<file path="config.mk">
export PLATFORM = sky130hd
export DESIGN_NAME = multih_sym_strobe_gen
export DESIGN_NICKNAME = d
export VERILOG_FILES = /design/src/rtl/multih_sym_strobe_gen.sv
export SDC_FILE = /design/constraint.sdc
export NUM_CORES = 1
export LEC_CHECK = 0
export CORE_ASPECT_RATIO = 0.7
export CORE_UTILIZATION = 60
export CTS_BUF_LIST = sky130_fd_sc_hd__clkbuf_16
export CTS_CLUSTER_DIAMETER = 50
export DETAILED_ROUTE_END_ITERATION = 8
export GPL_TIMING_DRIVEN = 1
export PLACE_DENSITY = 0.93
export SETUP_SLACK_MARGIN = 0.15
export SLEW_MARGIN = 10
export SYNTH_ARGS = -nofsm -noshare
export SYNTH_HDL_FRONTEND = slang
export SYNTH_SLANG_ARGS = --single-unit
</file>
<file path="constraint.sdc">
create_clock -name clk -period 5.45 [get_ports clk]
set_input_delay 1.09 -clock clk [delete_from_list [all_inputs] [get_ports clk]]
set_output_delay 1.09 -clock clk [all_outputs]
set_load 0.02 [all_outputs]
</file>
<file path="src/rtl/multih_sym_strobe_gen.sv">
// Symbol-timing and stimulus sequencer for the multi-h demodulator datapath:
// symbol/half-symbol strobes, rotator select, h-index cycling and PN data.
`timescale 1ns/1ps
module multih_sym_strobe_gen #(
  parameter int unsigned CNT_W        = 8,
  parameter int unsigned ROT_W        = 5,
  parameter int unsigned H_COUNT      = 2,
  parameter int unsigned H_W          = 2,
  parameter int unsigned PN_W         = 16,
  parameter logic [PN_W-1:0] PN_POLY  = 16'h008e,
  parameter logic [PN_W-1:0] PN_SEED  = 16'h00ff,
  parameter int unsigned ZERO_RUN_MAX = 31
) (
  input  logic             clk,
  input  logic             reset,
  input  logic             enable,
  input  logic [CNT_W-1:0] period,
  input  logic             jitterEn,
  output logic             symEn,
  output logic             sym2xEn,
  output logic [ROT_W-1:0] rotSel,
  output logic             rotWrap,
  output logic [H_W-1:0]   hIdx,
  output logic             pnBit,
  output logic             dataBit
);

  localparam int unsigned ZC_W      = 5;
  localparam int unsigned MIN_PER   = 4;

  typedef enum logic {RUN = 1'b0, STALL = 1'b1} stateT;

  stateT             state, stateNext;
  logic [CNT_W-1:0]  cnt, cntNext;
  logic [CNT_W-1:0]  periodReg, periodNext;
  logic [PN_W-1:0]   sr, srNext;
  logic [ZC_W-1:0]   zeroCount, zcNext;
  logic [ROT_W-1:0]  rotNext;
  logic [H_W-1:0]    hNext;
  logic              symNext, sym2Next, wrapNext, pnNext, dataNext;
  logic [CNT_W-1:0]  half, lastCnt;

  assign half    = periodReg >> 1;
  assign lastCnt = periodReg - CNT_W'(1);

  // State register: every piece of state, including the registered outputs
  always_ff @(posedge clk or negedge reset) begin
    if (!reset) begin
      state     <= RUN;
      cnt       <= '0;
      periodReg <= CNT_W'(MIN_PER);
      sr        <= PN_SEED;
      zeroCount <= '0;
      symEn     <= 1'b0;
      sym2xEn   <= 1'b0;
      rotSel    <= '0;
      rotWrap   <= 1'b0;
      hIdx      <= '0;
      pnBit     <= 1'b0;
      dataBit   <= 1'b0;
    end else begin
      state     <= stateNext;
      cnt       <= cntNext;
      periodReg <= periodNext;
      sr        <= srNext;
      zeroCount <= zcNext;
      symEn     <= symNext;
      sym2xEn   <= sym2Next;
      rotSel    <= rotNext;
      rotWrap   <= wrapNext;
      hIdx      <= hNext;
      pnBit     <= pnNext;
      dataBit   <= dataNext;
    end
  end

  // Next-state logic; with enable low everything holds and strobes drop
  always_comb begin
    stateNext  = state;
    cntNext    = cnt;
    periodNext = periodReg;
    srNext     = sr;
    zcNext     = zeroCount;
    rotNext    = rotSel;
    hNext      = hIdx;
    dataNext   = dataBit;
    pnNext     = pnBit;
    symNext    = 1'b0;
    sym2Next   = 1'b0;
    wrapNext   = 1'b0;

    if (enable) begin
      symNext  = (cnt == '0) && (state == RUN);
      sym2Next = symNext || (cnt == half);

      // Period is only sampled at the symbol boundary
      if (cnt == '0) begin
        periodNext = (period < CNT_W'(MIN_PER)) ? CNT_W'(MIN_PER) : period;
      end

      case (state)
        STALL: begin
          stateNext = RUN;
          cntNext   = '0;
        end
        default: begin
          if (cnt == lastCnt) begin
            if (jitterEn && pnBit) begin
              stateNext = STALL;
            end else begin
              cntNext = '0;
            end
          end else begin
            cntNext = cnt + CNT_W'(1);
          end
        end
      endcase

      if (symNext) begin
        rotNext  = rotSel + ROT_W'(1);
        wrapNext = &rotSel;
        hNext    = (hIdx == H_W'(H_COUNT - 1)) ? '0 : hIdx + H_W'(1);
        dataNext = pnBit;
      end

      // Zero-run limit forces feedback so the register cannot lock up at zero
      if (sr[0] || (zeroCount == ZC_W'(ZERO_RUN_MAX))) begin
        srNext = (sr >> 1) ^ PN_POLY;
        zcNext = '0;
      end else begin
        srNext = sr >> 1;
        zcNext = zeroCount + ZC_W'(1);
      end
      pnNext = sr[0];
    end
  end

endmodule
</file>
Word level (Yosys, flattened, before mapping)
Cells that the tools add are included.
{"block": "totals", "elab_cells": 48, "output_inout_bits": 12, "reg_bits": 42}
{"block": "op_classes", "n_mux": 14, "n_reduce_logical": 9, "n_eq_ne": 5, "bitwise": 2, "n_lt_le_gt_ge": 1, "addsub": 5}
{"operator": "two-way mux 8 bit", "count": 5}
{"operator": "adder 5 x 1 -> 5 bit, second input constant", "count": 2}
{"operator": "adder 8 x 1 -> 8 bit, second input constant", "count": 1}
{"operator": "== test 8 x 7 -> 1 bit", "count": 1}
{"operator": "== test 8 bit", "count": 1}
{"operator": "logical NOT 8 bit", "count": 1}
{"operator": "less-than comparator 8 x 3 -> 1 bit, second input constant", "count": 1}
{"operator": "subtractor 8 x 1 -> 8 bit, second input constant", "count": 1}
{"operator": "two-way mux 1 bit", "count": 7}
{"operator": "AND reduction 2 bit", "count": 3}
{"operator": "== test 5 bit, second input constant", "count": 1}
{"operator": "two-way mux 5 bit", "count": 1}
{"operator": "AND reduction 5 bit", "count": 1}
{"operator": "NOT 3 -> 4 bit", "count": 1}
{"operator": "inequality test 3 bit, second input constant", "count": 1}
{"operator": "adder 2 x 1 -> 2 bit, second input constant", "count": 1}
{"operator": "== test 2 x 1 -> 1 bit, second input constant", "count": 1}
{"operator": "logical AND 1 bit", "count": 2}
{"operator": "logical OR 1 bit", "count": 2}
{"operator": "two-way mux 2 bit", "count": 1}
{"operator": "NOT 1 bit", "count": 1}

Logic depth before layout (Yosys ltp)
{"block": "logic_depth", "word_depth": 4, "ltp_mapped": 8}

Worst setup path before layout
Ideal clock, no wire load.
{"block": "synth_timing", "path_type": "input to register", "from": "in enable", "to": "reg dataBit", "setup_ps": 125, "slack_ps": 3115, "arrival_ps": 2211, "cell_stages": 5, "path_cell_list": "nand2b_1 > clkbuf_1 > nor3_1 > clkbuf_1 > mux2_2"}
{"block": "synth_between", "elab_chain_len": 1}
{"item": "start: declaration", "line_no": "16", "text": "input logic enable,"}
{"item": "AND reduction 2 bit (no source line)"}
{"item": "end signal: assignment", "line_no": "73", "text": "dataBit <= dataNext;"}
{"item": "end: declaration", "line_no": "25", "text": "output logic dataBit"}
Every way passes these cells.
A chain may end at the register's enable or synchronous reset.

Worst setup path in the final report
{"block": "layout_timing", "from": "in enable", "to": "reg rotSel[4]"}
{"block": "layout_between", "elab_chain_len": 1}
{"item": "AND reduction 2 bit (no source line)"}
{"item": "end signal: assignment", "line_no": "69", "text": "rotSel <= rotNext;"}
{"item": "end: declaration", "line_no": "21", "text": "output logic [ROT_W-1:0] rotSel,"}
Every way passes these cells.

==> summary.md <==
| Metric | Value |
|---|---|
| Status | `completed` |
| Reg-to-reg slack, setup | `3.13 ns` |
| Initial antenna violation count | `0` |
| FP Rows | `18` |
| CTS Root Cell | `clkbuf_16` |
| Core Area | `0.00363 sq mm` |
| Synth warn | `0` |
| Fin crit period | `3.51 ns` |
| Peak VDD IR | `255 uV` |
| Die X | `76.6 microns` |
| Critical Path AT | `3.66 ns` |
| Vias in the first global route | `1560` |
| Final setup violation count | `0` |
| Initial Util | `64.4%` |
| Sink Count | `42` |
| Fmax | `285 MHz` |
| Max-slew violations | `0` |
| Final clock period utilization by the worst path | `64.4%` |
| GRT Total Usage | `23.7%` |
| Clock latency on the worst-skew pair | `0.27 ns` |
| Fin nets | `257` |
| Setup WS pre-CTS | `1.79 ns` |
| CTS tree | `built` |
| Routed WL | `4450 microns` |
| Critical path type | `input pin to register` |
| Total grt overflow | `0` |
| Buffer levels on the longest clock path | `2` |
| Met1 wire length | `2110 microns` |
| RePlAce Congestion | `0.893` |
| Clk_skew | `0.00370 ns` |
| WL per Instance | `15.4 microns` |
| Via count | `1691` |
| Post-synth cell types | `45` |
| Ports placed on the boundary | `24` |
| Critical path required time | `5.60 ns` |
| Crit path max fanout | `32` |
| Worst slew margin | `29.5%` |
| Syn Nets | `242` |
| Synthesized area | `0.00234 sq mm` |
| Seq/Total Area, Yosys | `45.5%` |
| Crit path cell chain | `clkdlybuf4s50_1 -> nand2b_1 -> nor3_1 -> buf_4 -> mux2_2` |
| #FFs+latches synth | `42` |
| HP Class | `register to register` |
| Endpoint class of the critical path | `register` |
| Ys flop type | `dfrtp_1` |
| Setup TNS | `0 ns` |
| First-pass GRT wire length | `7480 microns` |
| DR DRC count | `0` |
| Clock-pin slew on the worst setup and hold paths | `0.05 ns` |
| IO Port Bufs | `23` |
| Most frequent cells in the layout | `dfrtp_1, clkdlybuf4s50_1, nand2_1` |
| Max Cap Viol | `0` |
| Setup bufs post-CTS | `0` |
| Async set-reset flop share out of synthesis | `100%` |
| Drt initial violations | `137` |
| CTS Buf Count | `5` |
| Final hold viol count | `0` |
| Leakage power | `1.20 nW` |
| Fraction of layout cells with a size suffix above 1 | `16.3%` |
| Crit path max-delay family | `buffers and inverters` |
| DR pass1 iterations | `4` |
| Syn Area/Cell | `10.5 sq um` |
| Post-CTS Hold Fix Bufs | `0` |
| CP bufs+invs | `2` |
| Resize count post-CTS | `0` |
| Mapped Cells | `223` |
| Type of origin of the critical path | `input pin` |
| Max stage delay on crit path | `1.17 ns` |
| Max layer used | `met3` |
| Detail Route met2 WL | `2050 microns` |
| Largest net degree at the start of global routing | `43` |
| Die area | `0.00415 sq mm` |
| Final worst slack | `1.94 ns` |
| Met3 WL | `293 microns` |
| RSZ-0062 raised after global routing | `no` |
| Hpwl dp | `3030 microns` |
| ANT cells | `0` |
| Vias/cell | `5.85` |
| Power Density | `530 mW/mm^2` |
| Routed Antenna Nets | `0` |
| Die Y | `54.2 microns` |
| Commonest non-fill, non-tap cell in the layout | `dfrtp_1` |
| Post-synth EDFFs | `0` |
| Area grow syn2layout | `15.4%` |
| H-tree levels | `2` |
| Crit-path slowest cell | `clkdlybuf4s50_1` |
| Worst slew pin tran | `1.05 ns` |
## cells by family (layout without fill, tap and decap cells)
kind of cell	count (synthesis)	count (layout)	share of synthesized area (%)
AOI/OAI and AO/OA	34	34	10.1
xor gates and xnor gates	23	23	8.62
adders and majority gates	7	7	3.75
buffers and inverters	26	42	4.87
DFF	42	42	45.5
muxes	27	27	12.5
and+or+nand+nor	64	64	14.7
## metrics by stage
stage	cell area [sq um]	hold WS, ns	total power, mW	std cells	utilization, %
final	2700	0.488	1.43	289	74.3
after CTS	2700	0.486	1.43	289	74.3
after global placement	2560	0.471	1.12	281	70.6
after detailed placement	2560	0.479	1.15	281	70.6
after floorplan	2340	0.444	0.994	223	-
after global routing	2700	0.501	1.52	289	74.3
## synthesized netlist by cell type, types with 5 or more instances
cell type	instances	share of area (%)
mux2i_1	10	4.3
mux2_2	17	8.2
nand2_1	19	3.1
xnor2_1	12	4.5
nand3_1	5	1.1
inv_1	9	1.4
dfrtp_1	33	35
xor2_1	11	4.1
clkbuf_1	13	2.1
ha_1	7	3.7
nor3_1	6	1.3
o21ai_0	10	2.1
dfstp_2	9	10
nor2_1	8	1.3
and3_1	5	1.3
## power breakdown
group	leakage [nW]	switching, mW	internal (mW)	total [mW]
clock	0.0738	0.107	0.165	0.271
sequential	0.517	0.169	0.452	0.621
combinational	0.608	0.243	0.291	0.535
## cell type report
type | instances | area (sq um)
Sequential cell | 42 | 1060
Tap cell | 50 | 62.6
Inverter | 9 | 33.8
Fill cell | 243 | 931
Timing Repair Buffer | 25 | 240
Clock inverter | 3 | 11.3
Multi-Input combinational cell | 155 | 1160
Clock buffer | 5 | 125
## registers in the layout, indices dropped and copies added (netlist names), 2 cells and up
register / count
cnt: 8
periodReg: 8
sr: 8
rotSel: 5
zeroCount: 5
hIdx: 2
## worst paths after layout
path,from,to,depth (start not counted)
min reg2reg,zeroCount[3],zeroCount[3],1
min,zeroCount[3],zeroCount[3],1
max,enable,rotSel[4],5
max in group asynchronous,reset,zeroCount[2],1
max reg2reg,periodReg[0],state,6
min in group asynchronous,reset,rotSel[0],1
## metal layers
metal  vias to the layer above  track usage, %
met3                         0            5.08
met5                         -               0
met4                         0            4.81
met2                        55            38.9
li1                        812               -
met1                       824            33.0
Power figures use the tool's default switching activity.
